$ cat src/rtl/noise_load_gen.sv
// Configurable switching-noise load generator: NUM_CH channels of toggling pipelines
// with a ramped active-channel count and a parity self-check on every active channel.
module noise_load_gen #(
  parameter int unsigned WIDTH  = 64,
  parameter int unsigned NUM_CH = 4,
  parameter int unsigned DEPTH  = 8,
  localparam int unsigned CW    = $clog2(NUM_CH + 1)
) (
  input  logic              clk,
  input  logic              reset,
  input  logic              enable,
  input  logic [1:0]        mode,
  input  logic [CW-1:0]     ch_target,
  input  logic [7:0]        ramp_div,
  input  logic              err_clr,
  output logic [NUM_CH-1:0] dout,
  output logic [CW-1:0]     ch_active,
  output logic              busy,
  output logic              err,
  output logic [15:0]       err_count
);

  localparam int unsigned REP = WIDTH / 16;
  localparam logic [WIDTH-1:0] EVEN_MASK = {(WIDTH / 2){2'b01}};

  logic [WIDTH-1:0]  src   [NUM_CH];
  logic [15:0]       lfsr  [NUM_CH];
  logic [15:0]       lfsr_nxt [NUM_CH];
  logic [WIDTH-1:0]  pipe  [NUM_CH][DEPTH];
  logic [DEPTH-1:0]  refl  [NUM_CH];
  logic [7:0]        ramp_cnt;
  logic [7:0]        cnt_nxt;
  logic [CW-1:0]     eff_target;
  logic [CW-1:0]     act_nxt;
  logic [NUM_CH-1:0] active;
  logic [NUM_CH-1:0] mismatch;

  // Flat view of every channel's last pipeline stage; dout and the checker read it.
  wire [NUM_CH*WIDTH-1:0] tail;
  for (genvar g = 0; g < NUM_CH; g++) begin : g_tail
    assign tail[g*WIDTH +: WIDTH] = pipe[g][DEPTH-1];
  end

  always_comb begin
    active   = '0;
    mismatch = '0;
    for (int c = 0; c < NUM_CH; c++) begin
      lfsr_nxt[c] = {lfsr[c][14:0], lfsr[c][15] ^ lfsr[c][13] ^ lfsr[c][12] ^ lfsr[c][10]};
      active[c]   = CW'(c) < ch_active;
      mismatch[c] = active[c] && ((^tail[c*WIDTH +: WIDTH]) != refl[c][DEPTH-1]);
    end
  end

  // Ramp: one channel step per ramp_div+1 cycles; the counter idles at 0 once on target.
  always_comb begin
    eff_target = '0;
    act_nxt    = ch_active;
    cnt_nxt    = ramp_cnt;
    if (enable) begin
      eff_target = (ch_target > CW'(NUM_CH)) ? CW'(NUM_CH) : ch_target;
    end
    if (ch_active == eff_target) begin
      cnt_nxt = '0;
    end else if (ramp_cnt == ramp_div) begin
      cnt_nxt = '0;
      act_nxt = (ch_active < eff_target) ? ch_active + CW'(1) : ch_active - CW'(1);
    end else begin
      cnt_nxt = ramp_cnt + 8'd1;
    end
  end

  always_ff @(posedge clk) begin
    if (reset) begin
      ramp_cnt  <= '0;
      ch_active <= '0;
      busy      <= 1'b0;
      err       <= 1'b0;
      err_count <= '0;
      dout      <= '0;
      for (int c = 0; c < NUM_CH; c++) begin
        src[c]  <= '0;
        lfsr[c] <= 16'hACE1 ^ 16'(c);
        refl[c] <= '0;
        for (int k = 0; k < DEPTH; k++) begin
          pipe[c][k] <= '0;
        end
      end
    end else begin
      ramp_cnt  <= cnt_nxt;
      ch_active <= act_nxt;
      busy      <= act_nxt != eff_target;
      err       <= |mismatch;
      if (err_clr) begin
        err_count <= '0;
      end else if ((|mismatch) && (err_count != 16'hFFFF)) begin
        err_count <= err_count + 16'd1;
      end
      // Inactive channels keep every register frozen so they resume cleanly later.
      for (int c = 0; c < NUM_CH; c++) begin
        if (active[c]) begin
          dout[c]    <= ^tail[c*WIDTH +: WIDTH];
          pipe[c][0] <= src[c];
          refl[c][0] <= ^src[c];
          for (int k = 1; k < DEPTH; k++) begin
            pipe[c][k] <= pipe[c][k-1];
            refl[c][k] <= refl[c][k-1];
          end
          case (mode)
            2'd0: src[c] <= ~src[c];
            2'd1: begin
              lfsr[c] <= lfsr_nxt[c];
              src[c]  <= {REP{lfsr_nxt[c]}};
            end
            2'd3: src[c] <= src[c] ^ EVEN_MASK;
            default: src[c] <= src[c];
          endcase
        end
      end
    end
  end

endmodule

$ cat config.mk
export PLATFORM = sky130hd
export DESIGN_NAME = noise_load_gen
export DESIGN_NICKNAME = d
export VERILOG_FILES = /design/src/rtl/noise_load_gen.sv
export SDC_FILE = /design/constraint.sdc
export NUM_CORES = 2
export LEC_CHECK = 0
export ABC_AREA = 1
export BUFFER_PORTS_ARGS = -buffer_cell sky130_fd_sc_hd__buf_2
export CAP_MARGIN = 10
export CORE_MARGIN = 2
export CORE_UTILIZATION = 60
export DETAILED_ROUTE_END_ITERATION = 12
export PLACE_DENSITY = 0.87
export SETUP_SLACK_MARGIN = 0.1
export SYNTH_ARGS = -nofsm -noshare
export SYNTH_HDL_FRONTEND = slang
export SYNTH_SLANG_ARGS = --single-unit
$ cat constraint.sdc
create_clock -name clk -period 17.2 [get_ports clk]
set_input_delay 0.86 -clock clk [delete_from_list [all_inputs] [get_ports clk]]
set_output_delay 0.86 -clock clk [all_outputs]
set_load 0.05 [all_outputs]
-- Word-level counts from Yosys, hierarchy flattened
Memory sizes are Yosys's and may differ from the RTL's.
Cells that the tools add are included.
- register bits after elaboration: 33
- memories: 4
- logic and storage cells: 310
- bits in writable memories: 2400
- output and inout bits: 25
- memory list (memory ; words ; bits a word ; rd ports ; clocked after memory_dff ; wr ports ; RTL line ; RTL):
    pipe ; 4 ; 512 ; 4 ; 0 ; 4 ; 29 ; logic [WIDTH-1:0] pipe [NUM_CH][DEPTH];
    src ; 4 ; 64 ; 4 ; 0 ; 4 ; 26 ; logic [WIDTH-1:0] src [NUM_CH];
    lfsr ; 4 ; 16 ; 4 ; 0 ; 4 ; 27 ; logic [15:0] lfsr [NUM_CH];
    refl ; 4 ; 8 ; 4 ; 0 ; 4 ; 30 ; logic [DEPTH-1:0] refl [NUM_CH];
- add/subtract/negate cells: 4
- mux-type cells: 155
- bitwise gates (word level): 104
- equality and inequality tests: 10
- reductions and logical operators: 18
- $lt $le $gt $ge: 6
- operators with widths (operator ; count):
    64-bit two-way mux ; 48
    64-bit parity ; 8
    64-bit inverter ; 4
    32-bit inverter ; 4
    1-bit two-way mux ; 98
    1-bit bitwise OR ; 84
    16-bit two-way mux ; 4
    16-bit by 1-bit adder with 16-bit output, second input constant ; 1
    16-bit != test, second input constant ; 1
    3-bit two-way mux ; 5
    1-bit bitwise XOR ; 12
    8-bit by 1-bit adder with 8-bit output, second input constant ; 1
    8-bit equality test ; 1
    1-bit by 3-bit < comparator with 1-bit output, first input constant ; 2
    2-bit by 3-bit < comparator with 1-bit output, first input constant ; 2
    3-bit OR reduction ; 2
    1-bit logical AND ; 5
    1-bit != test ; 4
    4-bit OR reduction ; 1
    3-bit by 1-bit adder with 3-bit output, second input constant ; 1
    3-bit equality test ; 1
    3-bit greater-than comparator, second input constant ; 1
    3-bit < comparator ; 1
    3-bit != test ; 1
    other kinds (5) ; 5

-- Depth between registers and ports, before layout
- word-level depth: 9
- gate-level depth with buffers: 24
- mapped depth without buffers: 23

-- Worst setup path before layout
No wires, ideal clock.
- path kind: register -> register
- start point: register ch_active[1]
- end point: memory src[1][37], in the netlist src[0][101], enable pin
- data arrival time: 15.838 ns
- slack: 0.901 ns
- stages on the path, launching flop included: 10
- setup time: 0.461 ns
- cells stage by stage: dfxtp_1 -> inv_1 -> ha_1 -> nand2_1 -> inv_1 -> nor2_1 -> inv_1 -> nand2_1 -> inv_1 -> nor3_1
- RTL lines (element ; RTL line ; RTL):
    start: declaration ; 17 ; output logic [CW-1:0] ch_active,
    start signal: assignment ; 90 ; ch_active <= act_nxt;
    end: declaration ; 26 ;

==> metrics <==
I/O Pins=42; post-synth net total=approximately 9400; skew final=0.0634 ns; max-cap viol count=0; number of global-route vias before repair=roughly 61000; initial DRC count=6715; Min-Delay Path Class=reg2reg; Place WS=11.72 ns; FP Rows=150; Layout area overhead=9.54%; overall power=~12 mW; most frequent cells in the layout=2400 x edfxtp_1, 2339 x inv_1, 2157 x nor2_1, 1322 x nand2_1, 277 x xnor2_1; crit share post-route=0.304; cell area after layout=approximately 110000 um2; commonest non-fill, non-tap cell in the layout=edfxtp_1; cell leakage power=46.8 nW; htree depth=4; clock share of power=0.399; via count=approximately 60000; Max clock buf depth=3; CP Launch Type=flip-flop; placed cell area=104000 um2; root buffer cell=clkbuf_16; setup repair after global routing missed its margin=false; Slew Limit Fails=0; DRT Pass-1 Iters=9; largest net degree at the start of global routing=268; CTS tree=built; switching share of power=0.217; postcts setup bufs=0; Core Util, Final=0.664; internal power=9.65 mW; flop2flop setup slack=11.97 ns; clock latency on the worst-skew pair=0.88 ns; synthesized cell area=102000 um2; worst setup margin=11.97 ns; WL per Instance=16.2 um; clock sinks=2433; layout cells sized above 1=0.0513; post_cts resized=0; final setup vio count=0; vias per cell=5.13; mean post-synth cell area=10.8 um2; Placer Congestion=0.816; die area=173000 um2; worst flop-to-flop path startpoint=ch_active[2]; Post-Syn Instances=9365; final hold viol count=0; power density cells=111 nW/um2; worst hold margin=0.480 ns; Port Buffer Count=41; first-pass GRT wire length=309 mm; post-synthesis register bit count=2433; min Tclk post-route=5.23 ns; post-synthesis sequential area ratio=0.716; fin cells=11800; endpoint class of the critical path=flip-flop; Starting Density=0.606; Worst Tran Pin Value=1.29 ns; Yosys Warn Count=0; Setup CP Type=reg2reg; GR Overflow Total=0; CORE AREA=168000 um2; Critical Path Fanout Max=267; Fmax achieved=191 MHz; TritonCTS Buffers=219; Peak VDD IR=approximately 0.11 mV; Worst slew margin=0.138; Fin Setup TNS=0 ns; Netlist cell types=34; Seq pwr share=0.553; worst path required time=around 18 ns; power share of the combinational group=0.047; critical hold path startpoint=ramp_cnt[0]; Critical Path Start=ch_active[2]; WL final=192 mm; hold_buf cts=0; die height=415 um; Final ANT Viol Nets=0; placed cells=11400; NetSw=~2.7 mW; clk slew on worst S/H paths=roughly 0.07 ns; ant diodes=0; status=complete, no violations; HPWL after detailed placement=108 mm; overall global routing resource usage=0.222; antenna violations before repair=2; Worst EP arrival=5.77 ns; drc violations=0; Nets=around 9400; Die W=415 um
[layout make-up]
cell class	count	area, um2
clock buffer	268	5710
clock inverter	139	1540
fill	10000	56300
inverter	2349	8850
multi-input combinational	4315	19000
sequential	2433	72700
tap	2204	2760
timing repair buffer	90	631
[state kept, by name (all words and copies together), names as in the netlist]
name / count
refl: 32
dout: 4
err_count: 16
err: 1
lfsr: 64
src: 256
pipe: 2048
ch_active: 3
ramp_cnt: 8
busy: 1
[logic make-up after synthesis]
family          count (synthesis)  share of synthesized area
simple gates                 3621                      0.137
fa+ha+maj                       8                   0.000986
buf+inv                      2617                     0.0970
compound gates                292                     0.0145
xor+xnor                      394                     0.0340
flops                        2433                      0.716
[routing by layer]
metal | vias to the layer above | share of wire | GRT usage
met5 | - | 0.000057 | 0
met4 | 2 | 0.040 | 0.0952
met3 | 550 | 0.066 | 0.0382
met2 | 2541 | 0.53 | 0.398
met1 | 28800 | 0.37 | 0.265
li1 | 28700 | - | -
[power by group through the flow]
stage | logic (mW) | clock network (mW) | registers, mW
3_5_place_dp | 0.561 | 0 | 6.93
6_report | 0.584 | 4.92 | 6.82
4_1_cts | 0.580 | 4.96 | 6.82
5_1_grt | 0.645 | 5.18 | 6.83
3_3_place_gp | 0.528 | 0 | 6.92
2_1_floorplan | 0.419 | 0 | 7.02
[synth_stat cells, drive strengths merged]
cell	n	area, um2
a21oi	147	736
a32o	2	20.0
a41oi	1	8.76
buf	13	73.8
clkbuf	255	957
dfxtp	33	661
edfxtp	2400	72100
ha	8	100
inv	2349	8820
nand2	1331	5020
nand3	70	450
nand3b	1	7.51
nand4	4	25.0
nor2	2175	8210
nor3	14	75.1
nor3b	1	7.51
nor4	2	12.5
o21ai	142	711
or2	23	144
xnor2	277	2430
xor2	117	1020
[critical path, cell delays in order (launching register included)]
cell	delay, ns
dfxtp_1	0.37
nor2_1	0.17
nand2_1	0.19
inv_2	0.26
nor2_1	0.24
inv_8	0.68
buf_12	0.69
buf_12	0.75
buf_4	0.92
nor2_1	0.18
[final timing paths]
path | end | depth (start not counted)
max | pipe[1][60] | 9
min | ramp_cnt[0] | 1
max reg2reg | pipe[1][60] | 9
min reg2reg | ramp_cnt[0] | 1
Note: power is estimated with default switching activity, not from simulation.
